==> src/rtl/sgpio_pkg.sv <==
// Shared constants and helpers for the SGPIO frame controller.
package sgpio_pkg;
  localparam int DISCARD_FRAMES = 2;
  localparam int DEBOUNCE_MAX   = 15;

  function automatic int clog2(input int v);
    int r;
    r = 0;
    while ((1 << r) < v) r++;
    return r;
  endfunction
endpackage

==> src/rtl/sgpio_bit_debounce.sv <==
// One filtered RX bit: counts consecutive differing samples, flips after DEBOUNCE of them.
module sgpio_bit_debounce import sgpio_pkg::*; #(
  parameter int DEBOUNCE = 3
)(
  input  logic iClk,
  input  logic iRst,
  input  logic iClr,
  input  logic iLoad,
  input  logic iSample,
  input  logic iBit,
  output logic oBit,
  output logic oUpd
);
  localparam int CW = clog2(DEBOUNCE_MAX + 1);
  localparam logic [CW-1:0] LAST = CW'(DEBOUNCE - 1);

  logic [CW-1:0] cnt;

  always_ff @(posedge iClk) begin
    if (iRst || iClr) begin
      cnt  <= '0;
      oBit <= 1'b0;
      oUpd <= 1'b0;
    end else begin
      oUpd <= 1'b0;
      if (iLoad) begin
        oBit <= iBit;
        cnt  <= '0;
      end else if (iSample) begin
        if (iBit == oBit) cnt <= '0;
        else if (cnt == LAST) begin
          oBit <= iBit;
          cnt  <= '0;
          oUpd <= 1'b1;
        end else cnt <= cnt + CW'(1);
      end
    end
  end
endmodule

==> src/rtl/sgpio_frame_ctrl.sv <==
// SGPIO frame controller: TX image arbitration/commit, RX frame sampling and
// per-bit debounce, and serial master reset gating.
module sgpio_frame_ctrl import sgpio_pkg::*; #(
  parameter int BYTE_REGS = 1,
  parameter int DEBOUNCE  = 3,
  parameter logic [BYTE_REGS*8-1:0] DEFAULT_TX = '0,
  parameter int AW = (clog2(BYTE_REGS) > 1) ? clog2(BYTE_REGS) : 1
)(
  input  logic                   iClk,
  input  logic                   iRst,
  input  logic                   iEnable,
  output logic                   oSgpioRst_n,
  input  logic                   iLoad_n,
  output logic [BYTE_REGS*8-1:0] oTxPData,
  input  logic [BYTE_REGS*8-1:0] iRxPData,
  input  logic                   iReqA,
  input  logic                   iReqB,
  input  logic [AW-1:0]          iAddrA,
  input  logic [AW-1:0]          iAddrB,
  input  logic [7:0]             iDataA,
  input  logic [7:0]             iDataB,
  output logic                   oAckA,
  output logic                   oAckB,
  output logic [BYTE_REGS*8-1:0] oRxData,
  output logic                   oRxValid,
  output logic                   oRxChg,
  output logic                   oFrameTick
);
  localparam int NB = BYTE_REGS * 8;

  logic [BYTE_REGS-1:0][7:0] shadow, shadowNext, active;
  logic          lastB, grantA, grantB;
  logic [AW-1:0] wrAddr;
  logic [7:0]    wrData;
  logic          loadLowQ, loadFall, sampleEn, rxLoad, rxSample;
  logic [1:0]    vldPipe;
  logic [1:0]    frameCnt;
  logic [NB-1:0] upd;

  // Out-of-range addresses match no byte lane, so they are acked and dropped.
  always_comb begin
    grantA     = ~iRst & iReqA & (~iReqB | lastB);
    grantB     = ~iRst & iReqB & ~grantA;
    wrAddr     = grantA ? iAddrA : iAddrB;
    wrData     = grantA ? iDataA : iDataB;
    shadowNext = shadow;
    for (int b = 0; b < BYTE_REGS; b++)
      if ((grantA | grantB) && int'(wrAddr) == b) shadowNext[b] = wrData;
  end

  assign oAckA      = grantA;
  assign oAckB      = grantB;
  assign oTxPData   = active;
  assign loadFall   = ~iLoad_n & ~loadLowQ;
  assign sampleEn   = vldPipe[0] & iEnable;
  assign rxLoad     = sampleEn & (frameCnt == 2'(DISCARD_FRAMES)) & ~oRxValid;
  assign rxSample   = sampleEn & oRxValid;
  assign oFrameTick = vldPipe[1];
  assign oRxChg     = |upd;

  // vldPipe[0]: load edge seen, sample next edge; vldPipe[1]: sample taken.
  always_ff @(posedge iClk) begin
    if (iRst) begin
      oSgpioRst_n <= 1'b0;
      shadow      <= DEFAULT_TX;
      active      <= DEFAULT_TX;
      lastB       <= 1'b1;
      loadLowQ    <= 1'b0;
      vldPipe     <= '0;
      frameCnt    <= '0;
      oRxValid    <= 1'b0;
    end else begin
      oSgpioRst_n <= iEnable;
      shadow      <= shadowNext;
      if (~iLoad_n && oSgpioRst_n) active <= shadowNext;
      if (grantA) lastB <= 1'b0;
      else if (grantB) lastB <= 1'b1;
      loadLowQ <= ~iLoad_n;
      vldPipe  <= {sampleEn, loadFall & iEnable};
      if (!iEnable) begin
        frameCnt <= '0;
        oRxValid <= 1'b0;
      end else if (sampleEn) begin
        if (frameCnt < 2'(DISCARD_FRAMES)) frameCnt <= frameCnt + 2'd1;
        else oRxValid <= 1'b1;
      end
    end
  end

  for (genvar i = 0; i < NB; i++) begin : g_bit
    sgpio_bit_debounce #(.DEBOUNCE(DEBOUNCE)) u_db (
      .iClk    (iClk),
      .iRst    (iRst),
      .iClr    (~iEnable),
      .iLoad   (rxLoad),
      .iSample (rxSample),
      .iBit    (iRxPData[i]),
      .oBit    (oRxData[i]),
      .oUpd    (upd[i])
    );
  end
endmodule

==> config.mk <==
export PLATFORM = sky130hd
export DESIGN_NAME = sgpio_frame_ctrl
export DESIGN_NICKNAME = d
export VERILOG_FILES = /design/src/rtl/sgpio_pkg.sv /design/src/rtl/sgpio_bit_debounce.sv /design/src/rtl/sgpio_frame_ctrl.sv
export SDC_FILE = /design/constraint.sdc
export NUM_CORES = 1
export LEC_CHECK = 0
export CAP_MARGIN = 20
export CORE_UTILIZATION = 25
export DETAILED_ROUTE_END_ITERATION = 6
export GPL_TIMING_DRIVEN = 0
export PLACE_DENSITY_LB_ADDON = 0.08
export SLEW_MARGIN = 20
export SYNTH_ARGS = -nofsm -noshare
export SYNTH_HDL_FRONTEND = slang
export SYNTH_HIERARCHICAL = 1
export SYNTH_SLANG_ARGS = --single-unit
==> constraint.sdc <==
create_clock -name iClk -period 3.9 [get_ports iClk]
set_clock_uncertainty 0.1 [all_clocks]
set_input_delay 0.78 -clock iClk [delete_from_list [all_inputs] [get_ports iClk]]
set_output_delay 0.78 -clock iClk [all_outputs]
set_load 0.01 [all_outputs]
==> impl_metrics.toml <==
[detailed_routing]
via_per_inst = 4.76
drtIter0Drc = 90
detail_route.first_pass.iterations = 7
vias = 3157
wl_um = 9080
wl_per_cell_um = 13.7
ant_nets = 0
drc = 2

[logic_synthesis]
synth_top_area_cell = "dfxtp_1"
yosysSeqAreaShare_pct = 37.9
ys_types = 40
synthFlopType = "dfxtp_1"
syn-num-nets = 458
postSynth.asyncResetShare_pct = 0
syn_area_um2 = 3800
synth-seq-cells = 72
synth.top_cells.by_area = "dfxtp_1, ha_1, nand2b_1"
synth_top_area_share_pct = 37.9
synth_enable_flop_cells = 0
synth_area_per_cell_um2 = 9.29
synth_cells = 409
ys_warn_count = 6

[power]
power.share.clock_pct = 50.2
power_density_nw_per_um2 = 368
seq_power_share_pct = 41.8
comb_power_share_pct = 7.9
ir_drop_mv = 0.206
p_sw_mw = 0.414
intPower_mw = 1.39
p_leak_nw = 1.69
switching_share_pct = 22.9

[clock_tree]
cts_root_buffer = "clkbuf_16"
h-tree-depth = 3
cts_setup_buffers = 0
cts_buffers = 9
cts.reportedPaths.clkPinSlew_ps = 60
ctsResizeCount = 0
hold_buffers = 0
clock_path_buffers = 2
clock_sinks = 72
cts_tree = "built"
worstSkewPairLatency_ps = 340

[global_route]
gr-total-overflow = 0
grt_start_max_net_pins = 41
first_global_vias = 3041
grt_usage_pct = 12.3
antenna_found_initial = 0
grt_pass1_wl_um = 15200

[run_status]
violations = "DRC"
status = "finished with violations"

[placement]
placed_area_um2 = 4590
dp_hpwl_um = 6000
port_buffers = 53
gp_congestion = 0.721

[timing]
holdWs_ps = 289
slew_viol_final = 0
rsz0062_at_grt = "no"
hold_viol = 0
maxSlewHeadroom_pct = 34.7
max_freq_ghz = 0.290
worst_slew_pin_slew_ps = 979
period_needed_ps = 3450
final.setup.tns_ps = 0
setup_violations = 0
post-route-period-util_pct = 88.3

[worst_hold_path]
hold_path.class = "reg2reg"

[final_layout]
diodes = 0
nNetsFinal = 523
area_delta_synth_final_pct = 29.1
fin_area_um2 = 4910
fin_util_pct = 33.4
drive_gt1_share_pct = 10.4

[floorplanning]
io-pin-count = 54
core_um2 = 14700
dieArea_um2 = 15700
initial_core_util_pct = 25.9
fp.dieW_um = 125
num_rows = 44
die_h_um = 125

[critical_path]
critPathArrivalTime_ps = 2570
cp-start-kind = "primary input"
critPathKind = "in2out"
crit_fanout = 29
endpoint_kind = "output pin"
cp.required_ps = 3020

[flow_run]
maxCapViolCount = 0
==> cell usage in the layout, fill, tap and decap left out, types with 8 or more instances in the layout <==
cell type	instances
dfxtp_1	72
clkdlybuf4s50_1	52
nand2_1	35
nand2b_1	27
a21oi_1	27
inv_1	21
nor2_1	20
ha_1	17
o21ai_1	16
nand3_1	16
nor2b_1	9
nor3_1	9
clkbuf_16	9
mux2i_1	8
a211oi_2	8
a32oi_1	8
nand4bb_1	8
xor2_1	8
or3_4	8
or2_0	8
a21boi_1	8
o32ai_2	8
and3b_1	8
or3b_1	8
nand4b_1	8
nand4_1	8
a21bo_1	8
a211oi_1	8
==> final cells by class <==
type | instances | area, µm²
Clock inverter | 6 | 82.6
Sequential cell | 72 | 1440
Inverter | 22 | 82.6
Timing Repair Buffer | 54 | 553
Fill cell | 1498 | 9790
Multi-Input combinational cell | 310 | 2240
Tap cell | 184 | 230
Buffer | 5 | 42.5
Clock buffer | 10 | 239
==> kinds of logic (layout without fill, tap and decap cells) <==
group | Yosys count | after routing | synth area share (%)
and+or+nand+nor | 183 | 183 | 29.6
AOI/OAI and AO/OA | 93 | 93 | 19.4
DFF | 72 | 72 | 37.9
buffers and inverters | 27 | 97 | 3.29
adders and majority gates | 17 | 17 | 5.60
xor gates and xnor gates | 9 | 9 | 2.07
muxes | 8 | 8 | 2.11
==> flip-flops by register name (all words and copies together) (netlist names) <==
signal	flops
oRxValid	1
loadLowQ	1
g_bit.u_db/cnt	32
frameCnt	2
oTxPData	8
g_bit.u_db/oUpd	8
shadow	8
vldPipe	2
oSgpioRst_n	1
g_bit.u_db/oBit	8
lastB	1
==> layer usage <==
metal	vias to the layer above	part of all wire, %	track usage, %
met2	53	46	19.6
li1	1616	-	-
met3	13	3.6	2.87
met1	1475	48	15.4
met4	0	2.2	6.46
met5	-	0	0
==> worst max-delay path, stage by stage <==
cell and delay [ps]:
buf_2 510, buf_1 620, nor3b_1 130, clkdlybuf4s50_1 520
==> power groups by stage <==
stage | clock [mW] | sequential, mW | combinational, mW
after floorplan | 0 | 0.772 | 0.0758
after global placement | 0 | 0.772 | 0.146
after detailed placement | 0 | 0.772 | 0.145
after CTS | 0.937 | 0.756 | 0.146
after global routing | 0.973 | 0.758 | 0.157
final | 0.908 | 0.756 | 0.143
==> stage by stage <==
step                power, mW  std cells  setup slack (ps)
finish                   1.81        663               455
global route             1.89        663               329
CTS                      1.84        663               369
detailed placement      0.918        647               387
global placement        0.918        646              -508
floorplan               0.848        409              1170
==> worst paths after layout <==
kind                                             from                               to  slack, ps  cells past startpoint
worst min register to register    loadLowQ$_SDFF_PP0_            vldPipe[0]$_SDFF_PP0_        290                      1
worst max register to register  vldPipe[0]$_SDFF_PP0_  g_bit[0].u_db/oBit$_SDFFE_PP0P_       1680                      5
worst min-delay path              loadLowQ$_SDFF_PP0_            vldPipe[0]$_SDFF_PP0_        290                      1
worst max-delay path                             iRst                            oAckB        450                      4
==> synth_stat cells (8+ instances only) <==
cell type	instances
a21oi_1	27
nand3_1	16
o21ai_1	16
or3b_1	8
or2_0	8
a21boi_1	8
a211oi_2	8
inv_1	21
o32ai_2	8
xor2_1	8
nand4bb_1	8
a211oi_1	8
and3b_1	8
nand2b_1	27
nor3_1	9
nor2_1	20
mux2i_1	8
nand4_1	8
ha_1	17
a21bo_1	8
or3_4	8
nand4b_1	8
nand2_1	35
a32oi_1	8
dfxtp_1	72
nor2b_1	9
(Power assumes the default switching activity.)
